<file path="src/rtl/memacc_pkg.sv">
`default_nettype none
// +----------------------------------------------------------------------+
// | memacc_pkg: shared types and lane helpers for the MEM-stage access   |
// | controller.                                 Revision: 1.0            |
// +----------------------------------------------------------------------+
package memacc_pkg;

  typedef enum logic [2:0] {
    ST_IDLE  = 3'd0,
    ST_RREQ  = 3'd1,
    ST_RDATA = 3'd2,
    ST_WREQ  = 3'd3,
    ST_WACK  = 3'd4
  } state_e;

  localparam logic [1:0] SZ_B = 2'd0;
  localparam logic [1:0] SZ_H = 2'd1;
  localparam logic [1:0] SZ_W = 2'd2;
  localparam logic [1:0] SZ_X = 2'd3;

  function automatic logic [3:0] be_gen(input logic [1:0] size, input logic [1:0] a);
    case (size)
      SZ_B:    be_gen = 4'b0001 << a;
      SZ_H:    be_gen = 4'b0011 << {a[1], 1'b0};
      SZ_W:    be_gen = 4'hF;
      default: be_gen = 4'h0;
    endcase
  endfunction

  function automatic logic is_legal(input logic [1:0] size, input logic [1:0] a);
    case (size)
      SZ_B:    is_legal = 1'b1;
      SZ_H:    is_legal = ~a[0];
      SZ_W:    is_legal = (a == 2'b00);
      default: is_legal = 1'b0;
    endcase
  endfunction

  // Input is already shifted down so the addressed byte sits in lane 0.
  function automatic logic [31:0] load_extend(input logic [31:0] d, input logic [1:0] size,
                                              input logic uns);
    case (size)
      SZ_B:    load_extend = uns ? {24'h0, d[7:0]}  : {{24{d[7]}}, d[7:0]};
      SZ_H:    load_extend = uns ? {16'h0, d[15:0]} : {{16{d[15]}}, d[15:0]};
      default: load_extend = d;
    endcase
  endfunction

endpackage
`default_nettype wire

</file>
<file path="src/rtl/memacc_lsu_fmt.sv">
`default_nettype none
// +----------------------------------------------------------------------+
// | memacc_lsu_fmt: byte-enable / store lane shift and load extraction.  |
// |                                             Revision: 1.0            |
// +----------------------------------------------------------------------+
module memacc_lsu_fmt
  import memacc_pkg::*;
(
  input  logic [1:0]  st_addr_lo,
  input  logic [1:0]  st_size,
  input  logic [31:0] st_wdata,
  output logic [3:0]  st_be,
  output logic [31:0] st_wdata_sh,
  input  logic [1:0]  ld_addr_lo,
  input  logic [1:0]  ld_size,
  input  logic        ld_unsigned,
  input  logic [31:0] ld_rdata,
  output logic [31:0] ld_data
);

  always_comb begin
    st_be       = be_gen(st_size, st_addr_lo);
    st_wdata_sh = st_wdata << {st_addr_lo, 3'b000};
    ld_data     = load_extend(ld_rdata >> {ld_addr_lo, 3'b000}, ld_size, ld_unsigned);
  end

endmodule
`default_nettype wire

</file>
<file path="src/rtl/memacc_ctrl.sv">
`default_nettype none
// +----------------------------------------------------------------------+
// | memacc_ctrl: one-outstanding data-RAM access sequencer with posted   |
// | stores and pipeline stall generation.       Revision: 1.0            |
// +----------------------------------------------------------------------+
module memacc_ctrl
  import memacc_pkg::*;
#(
  parameter int unsigned TIMEOUT = 15
) (
  input  logic        clk,
  input  logic        cpurst,
  input  logic        exe_load,
  input  logic        exe_store,
  input  logic [31:0] exe_addr,
  input  logic [1:0]  exe_size,
  input  logic        exe_unsigned,
  input  logic [31:0] exe_wdata,
  output logic        ram_req,
  output logic        ram_we,
  output logic [31:0] ram_addr,
  output logic [3:0]  ram_be,
  output logic [31:0] ram_wdata,
  input  logic        ram_gnt,
  input  logic        ram_rvalid,
  input  logic [31:0] ram_rdata,
  output logic [31:0] load_data,
  output logic        load_valid,
  output logic        mem_stall,
  output logic        readram_stall,
  output logic        exe_store_load_conflict,
  output logic        misalign,
  output logic        bus_fault
);

  localparam int unsigned CNT_W = $clog2(TIMEOUT + 1);

  state_e             state_q, state_d;
  logic [CNT_W-1:0]   cnt_q, cnt_d;
  logic [31:0]        addr_q, addr_d;
  logic [1:0]         size_q, size_d;
  logic               uns_q, uns_d;
  logic [3:0]         be_q, be_d;
  logic [31:0]        wdata_q, wdata_d;
  logic [31:0]        load_data_q, load_data_d;
  logic               load_valid_q, load_valid_d;
  logic               misalign_q, misalign_d;
  logic               bus_fault_q, bus_fault_d;

  logic [3:0]         fmt_be;
  logic [31:0]        fmt_wdata;
  logic [31:0]        fmt_ld_data;
  logic               timed_out;
  logic               store_side;

  memacc_lsu_fmt u_fmt (
    .st_addr_lo  (exe_addr[1:0]),
    .st_size     (exe_size),
    .st_wdata    (exe_wdata),
    .st_be       (fmt_be),
    .st_wdata_sh (fmt_wdata),
    .ld_addr_lo  (addr_q[1:0]),
    .ld_size     (size_q),
    .ld_unsigned (uns_q),
    .ld_rdata    (ram_rdata),
    .ld_data     (fmt_ld_data)
  );

  always_ff @(posedge clk) begin
    if (cpurst) begin
      state_q      <= ST_IDLE;
      cnt_q        <= '0;
      addr_q       <= '0;
      size_q       <= SZ_B;
      uns_q        <= 1'b0;
      be_q         <= '0;
      wdata_q      <= '0;
      load_data_q  <= '0;
      load_valid_q <= 1'b0;
      misalign_q   <= 1'b0;
      bus_fault_q  <= 1'b0;
    end else begin
      state_q      <= state_d;
      cnt_q        <= cnt_d;
      addr_q       <= addr_d;
      size_q       <= size_d;
      uns_q        <= uns_d;
      be_q         <= be_d;
      wdata_q      <= wdata_d;
      load_data_q  <= load_data_d;
      load_valid_q <= load_valid_d;
      misalign_q   <= misalign_d;
      bus_fault_q  <= bus_fault_d;
    end
  end

  // Valid has priority over the timeout when both land on the same cycle.
  assign timed_out = (cnt_q == CNT_W'(TIMEOUT - 1));

  always_comb begin
    state_d      = state_q;
    cnt_d        = cnt_q;
    addr_d       = addr_q;
    size_d       = size_q;
    uns_d        = uns_q;
    be_d         = be_q;
    wdata_d      = wdata_q;
    load_data_d  = '0;
    load_valid_d = 1'b0;
    misalign_d   = 1'b0;
    bus_fault_d  = 1'b0;
    case (state_q)
      ST_IDLE: begin
        if (exe_store || exe_load) begin
          if (!is_legal(exe_size, exe_addr[1:0])) begin
            misalign_d = 1'b1;
          end else begin
            addr_d  = exe_addr;
            size_d  = exe_size;
            uns_d   = exe_unsigned;
            be_d    = fmt_be;
            wdata_d = fmt_wdata;
            state_d = exe_store ? ST_WREQ : ST_RREQ;
          end
        end
      end
      ST_RREQ: begin
        if (ram_gnt) begin
          state_d = ST_RDATA;
          cnt_d   = '0;
        end
      end
      ST_WREQ: begin
        if (ram_gnt) begin
          state_d = ST_WACK;
          cnt_d   = '0;
        end
      end
      ST_RDATA: begin
        if (ram_rvalid) begin
          load_valid_d = 1'b1;
          load_data_d  = fmt_ld_data;
          state_d      = ST_IDLE;
        end else if (timed_out) begin
          load_valid_d = 1'b1;
          bus_fault_d  = 1'b1;
          state_d      = ST_IDLE;
        end else begin
          cnt_d = cnt_q + 1'b1;
        end
      end
      ST_WACK: begin
        if (ram_rvalid) begin
          state_d = ST_IDLE;
        end else if (timed_out) begin
          bus_fault_d = 1'b1;
          state_d     = ST_IDLE;
        end else begin
          cnt_d = cnt_q + 1'b1;
        end
      end
      default: state_d = ST_IDLE;
    endcase
  end

  always_comb begin
    store_side              = (state_q == ST_WREQ) || (state_q == ST_WACK);
    ram_req                 = (state_q == ST_RREQ) || (state_q == ST_WREQ);
    ram_we                  = (state_q == ST_WREQ);
    ram_addr                = ram_req ? {addr_q[31:2], 2'b00} : '0;
    ram_be                  = ram_req ? be_q : '0;
    ram_wdata               = ram_we ? wdata_q : '0;
    readram_stall           = (state_q == ST_RREQ) || (state_q == ST_RDATA);
    // A simultaneous store decodes as a store, so it never counts as a conflicting load.
    exe_store_load_conflict = store_side && exe_load && !exe_store &&
                              (exe_addr[31:2] == addr_q[31:2]);
    mem_stall               = store_side && (exe_store || (exe_load && !exe_store_load_conflict));
    load_data               = load_data_q;
    load_valid              = load_valid_q;
    misalign                = misalign_q;
    bus_fault               = bus_fault_q;
  end

endmodule
`default_nettype wire

</file>
<file path="config.mk">
export PLATFORM = sky130hd
export DESIGN_NAME = memacc_ctrl
export DESIGN_NICKNAME = d
export VERILOG_FILES = /design/src/rtl/memacc_pkg.sv /design/src/rtl/memacc_lsu_fmt.sv /design/src/rtl/memacc_ctrl.sv
export SDC_FILE = /design/constraint.sdc
export NUM_CORES = 1
export LEC_CHECK = 0
export CAP_MARGIN = 0
export CORE_MARGIN = 4
export CORE_UTILIZATION = 45
export CTS_CLUSTER_SIZE = 28
export DETAILED_ROUTE_END_ITERATION = 12
export MAX_ROUTING_LAYER = met4
export PLACE_DENSITY = 0.89
export SETUP_SLACK_MARGIN = 0.05
export SLEW_MARGIN = 20
export SYNTH_ARGS = -nofsm -noshare
export SYNTH_HDL_FRONTEND = slang
export SYNTH_SLANG_ARGS = --single-unit
</file>
<file path="constraint.sdc">
create_clock -name clk -period 2.2 [get_ports clk]
set_clock_uncertainty 0.15 [all_clocks]
set_input_delay 0.44 -clock clk [delete_from_list [all_inputs] [get_ports clk]]
set_output_delay 0.44 -clock clk [all_outputs]
set_load 0.005 [all_outputs]
</file>
After elaboration in Yosys (flattened, before gate mapping)
Cells that the tools add are included.
{"block": "classes", "addsub": 1, "eq_ne": 17, "shift": 4, "muxes": 25, "bitwise_logic": 6, "reduce_logical": 26}
{"cell": "$mux 32", "n": 4}
{"cell": "$pmux 32 s2", "n": 1}
{"cell": "$shl 32x5->32", "n": 1}
{"cell": "$shr 32x5->32", "n": 1}
{"cell": "$eq 30x30->1", "n": 1}
{"cell": "$mux 3", "n": 6}
{"cell": "$mux 4", "n": 4}
{"cell": "$pmux 3 s4", "n": 1}
{"cell": "$pmux 4 s3", "n": 1}
{"cell": "$ne 2x2->1 const B", "n": 5}
{"cell": "$reduce_or 3->1", "n": 3}
{"cell": "$pmux 4 s2", "n": 1}
{"cell": "$eq 3x2->1 const B", "n": 2}
{"cell": "$logic_not 2->1", "n": 3}
{"cell": "$not 1->1", "n": 6}
{"cell": "$reduce_or 2->1", "n": 3}
{"cell": "$logic_and 1x1->1", "n": 5}
{"cell": "$logic_or 1x1->1", "n": 5}
{"cell": "$mux 1", "n": 5}
{"cell": "$reduce_and 5->1", "n": 1}
{"cell": "$add 4x1->4 const B", "n": 1}
{"cell": "$eq 2x1->1 const B", "n": 2}
{"cell": "$eq 4x4->1 const B", "n": 1}
{"cell": "$ne 2x1->1 const B", "n": 2}
{"cell": "other kinds (13)", "n": 14}
{"block": "word_totals", "ff_bits": 113, "input_bits": 105, "output_inout_bits": 108, "elab_cells": 90}

Longest topological paths before layout
{"block": "depth", "word_depth": 9, "mapped_depth": 7, "depth_no_buf": 6}

Modules after synthesis
A second synthesis with hierarchy kept.
{"block": "hier_totals", "cells_unflattened": 774, "hier_area_um2": 6721.4}
{"module": "memacc_ctrl", "n_inst": 1, "cells_per_inst": 572, "area_per_inst_um2": 5449.0, "seq_area_each_um2": 2262.2}
{"module": "memacc_lsu_fmt", "n_inst": 1, "cells_per_inst": 202, "area_per_inst_um2": 1272.5, "seq_area_each_um2": 0.0}

Worst setup path before layout
No wires, ideal clock.
{"block": "synth_path", "path_kind": "register to output", "from": "reg state_q[2]", "to": "out ram_wdata[26]", "t_arrival_ns": 1.307, "required_ns": 1.610, "slack_ns": 0.303, "path_stages_with_launch": 6, "path_buffers": 3, "cell_sequence": "dfxtp_1 > buf_4 > nor2b_1 > clkbuf_1 > clkbuf_1 > and3_1"}
{"block": "synth_via", "elab_chain_cells": 2}
{"item": "start, declared", "line": "memacc_ctrl.sv:38", "source": "state_e state_q, state_d;"}
{"item": "start signal, assigned", "line": "memacc_ctrl.sv:83", "source": "state_q <= state_d;"}
{"item": "$eq 3x2->1", "line": "memacc_ctrl.sv:169", "source": "ram_we = (state_q == ST_WREQ);"}
{"item": "$mux 32", "line": "memacc_ctrl.sv:172", "source": "ram_wdata = ram_we ? wdata_q : '0;"}
{"item": "end, declared", "line": "memacc_ctrl.sv:23", "source": "output logic [31:0] ram_wdata,"}
Every way passes these cells.

Final worst setup path
{"block": "layout_path", "from": "in exe_addr[18]", "to": "out exe_store_load_conflict"}
{"block": "layout_via", "elab_chain_cells": 2}
{"item": "start, declared", "line": "memacc_ctrl.sv:15", "source": "input logic [31:0] exe_addr,"}
{"item": "$eq 30x30->1", "line": "memacc_ctrl.sv:176", "source": "(exe_addr[31:2] == addr_q[31:2]);"}
{"item": "$logic_and 1x1->1", "line": "memacc_ctrl.sv:175", "source": "exe_store_load_conflict = store_side && exe_load && !exe_store &&"}
{"item": "end, declared", "line": "memacc_ctrl.sv:31", "source": "output logic exe_store_load_conflict,"}
Every way passes these cells.

==> impl_results.md <==
- Post-DR vias/cell: 5.65
- Required @ worst endpoint: ~1600 ps
- First-pass GRT wire length: 32.9 mm
- Final GP Congestion: about 0.94
- Die ar.: 14700 µm²
- Clock power share: 0.432
- Grt ovf: 0
- Seq/Total Area, Yosys: 0.393
- Crit Path Category: in2out
- Asr flop ratio synth: 0
- Routed vias: between 6000 and 7000
- Sw power: around 1.8 mW
- Final Hold Viols: 0
- Logic gate share of total power: 0.224
- Global-route usage over all layers: 0.292
- Initial Util: 0.458
- Initial antenna violation count: 1
- Final Power: 6.51 mW
- Number of global-route vias before repair: between 6000 and 7000
- Fmax: 374 MHz
- Yosys warns: 0
- Mean Syn Cell Area: between 8 and 9 µm²
- CP endpoint kind: output port
- Synth top area share: 0.393
- Netlist Area Pre-Place: 5760 µm²
- Synth Register Bits: 113
- Avg WL per Cell: 19.4 µm
- Root Buffer: clkbuf_16
- Nets: approximately 1100
- Site Rows: about 40
- Mapped Cells: a little over 700
- Post-route cell area: about 9600 µm²
- Final HPWL DP: about 13 mm
- Max clock buf depth: 2
- H-Tree Depth: 4
- Critical path startpoint category: input pin
- RSZ-0062 raised after global routing: yes
- Worst Tran Pin Value: a little under 900 ps
- Final ANT Viol Nets: 0
- Max IR drop VDD: approximately 0.0005 V
- Worst-path cell with the longest stage delay: clkdlybuf4s50_1
- Largest net degree at the start of global routing: 80
- FF/Latch Area: 2270 µm²
- DRT Wirelength: around 22 mm
- Layout cell share with drive strength beyond 1: 0.291
- Fin crit period: approximately 2700 ps
- Die H: roughly 120 µm
- Placed cell count: about 1100
- Setup violators final: 37
- Seq pwr share: 0.344
- CTS buffer count: 17
- Violated checks: negative setup slack
- Synth-to-layout area growth: 66.8%
- Clk sinks: approximately 110
- Most used DFF post-synth: dfxtp_1
- Post-synth EDFFs: 0
- Area after DPL: slightly above 8000 µm²
- Fin cells: between 1000 and 1500
- Pre-antenna DRT Iters: 7
- R2r worst-path depth: 6
- Core footprint: 12600 µm²
- Lkg Pwr: 3.93 nW
- Max-slew headroom: 0.418
- Chip width: ~120 µm
- Critical-path cell list: clkdlybuf4s50_1 -> xor2_1 -> nor4_2 -> nand4_1 -> buf_4 -> nor3_2 -> buf_2
- Crit-path max FO: 2
- # Max-Cap Violations: 0
- Int Pwr: about 4.8 mW
- I/O pins: 213
- Multi-input logic area: 3460 µm²
- Initial detailed-routing violation count: 595
- PortBufs: between 200 and 250
- Ranking of synthesized cells by area: dfxtp_1, nand2_1, a21oi_1, xor2_1, and2_1
- Final period utilization: 1.22
- CTS tree: yes
- Worst-path clk slew: 60 ps
- Final Max Tran Viols: 0
- Clk_lat worst skew: 410 ps
- WP data arrival: roughly 2100 ps
- FILL cells: between 700 and 800
- Switching Share: 0.270
- Area leader, netlist: dfxtp_1
- Status: complete, but fails checks
- PD cells: between 600 and 700 nW/µm²
- DRC: 0
- Hold buffer count at cts: 0
- Setup ws final: -474 ps
- Largest stage delay, worst path: roughly 450 ps
- WHS Path Cells: 3
- Worst Hold Class: in2reg
- Count of different cell masters after synthesis: 48
-- power groups by stage --
stage	Sequential (mW)	Clock, mW	Combinational [mW]
floorplan	2.25	0	0.609
global placement	2.26	0	1.12
detailed placement	2.27	0	1.14
CTS	2.23	2.82	1.40
global route	2.25	2.93	1.55
finish	2.24	2.81	1.46
-- cells in the mapped netlist (2+ instances only) --
| cell type | n |
|---|---|
| o211ai_1 | 12 |
| nor4_1 | 8 |
| o21ai_0 | 9 |
| buf_1 | 2 |
| nor3_1 | 16 |
| xnor2_1 | 2 |
| xor2_1 | 31 |
| nor2b_1 | 15 |
| nand4_1 | 3 |
| nor2_1 | 33 |
| buf_6 | 2 |
| a31oi_1 | 3 |
| nand2b_1 | 2 |
| nand2_1 | 128 |
| mux2i_1 | 26 |
| clkbuf_1 | 32 |
| buf_2 | 23 |
| and2_1 | 42 |
| a211oi_1 | 22 |
| dfxtp_1 | 113 |
| and3_1 | 35 |
| nand3_1 | 12 |
| mux2_2 | 16 |
| a21oi_1 | 91 |
| or3_1 | 10 |
| ha_1 | 2 |
| buf_4 | 3 |
| inv_1 | 3 |
-- placed cells by master (no fill, tap or decap), drive strengths merged, types with 2 or more instances in the layout --
master	instances
buf	157
clkdlybuf4s50	130
nand2	129
dfxtp	113
a21oi	91
and2	42
and3	35
nor2	33
xor2	31
mux2i	26
a211oi	22
clkbuf	22
mux2	16
nor3	16
nor2b	15
nand3	12
o211ai	12
o21ai	11
or3	10
nor4	8
dlygate4sd2	7
clkinvlp	4
nand4	4
inv	3
a31oi	3
clkinv	3
bufinv	3
nand2b	2
xnor2	2
ha	2
conb	2
dlymetal6s2s	2
o21ba	2
-- what timing repair did --
action / CTS / global route
buffers inserted: 20 / 11
setup endpoints to repair: 71 / 118
pin swaps: 23 / 23
resized for setup: 350 / 107
cloned: 8 / 0
-- worst paths after layout --
check                                              from                 endpoint  slack, ps
worst max register to register  state_q[1]$_SDFFE_PP0P_  addr_q[23]$_SDFFE_PP0P_        110
worst max-delay path                       exe_addr[18]  exe_store_load_conflict       -470
worst min register to register  wdata_q[1]$_SDFFE_PP0P_  wdata_q[1]$_SDFFE_PP0P_        300
worst min-delay path                        exe_addr[9]   addr_q[9]$_SDFFE_PP0P_        190
-- sequential cells by signal (all words and copies together), names as in the netlist --
signal      cells
size_q          2
addr_q         32
wdata_q        32
state_q         3
misalign        1
load_valid      1
load_data      32
bus_fault       1
uns_q           1
cnt_q           4
be_q            4
-- critical path: cells and delay by family --
family / cells / cell delay, ps
buf+inv: 3 / 790
xor+xnor: 1 / 180
simple gates: 3 / 680
-- area by class of cell --
| cell class | count | share of cell area |
|---|---|---|
| inverter | 3 | 0.00117 |
| antenna | 1 | 0.000260 |
| clock buffer | 20 | 0.0486 |
| tap | 172 | 0.0224 |
| sequential | 113 | 0.236 |
| timing repair buffer | 298 | 0.317 |
| multi-input combinational | 539 | 0.360 |
| clock inverter | 10 | 0.0141 |
-- through the flow --
stage	setup WS [ps]	hold slack (ps)	utilization	TNS, ps
3_3_place_gp	-821	284	0.661	-14140
2_1_floorplan	303	277	-	0
6_report	-474	190	0.765	-3400
5_1_grt	-590	189	0.765	-5660
3_5_place_dp	-947	291	0.661	-15230
4_1_cts	-410	242	0.744	-3540
-- routing by layer --
metal	vias up	routed length [µm]	global-route usage
met2	390	11100	0.482
li1	2980	-	-
met5	-	0	-
met1	3058	8610	0.341
met4	0	1020	0.138
met3	98	1710	0.0625
-- logic make-up after synthesis --
logic type | count (synthesis) | share of synthesized area
buf+inv | 65 | 0.0519
xor+xnor | 33 | 0.0502
fa+ha+maj | 2 | 0.00434
mux | 43 | 0.0804
flops | 113 | 0.393
compound gates | 148 | 0.153
simple gates | 311 | 0.267
other cells | 1 | 0.000651
(Power assumes the default switching activity.)
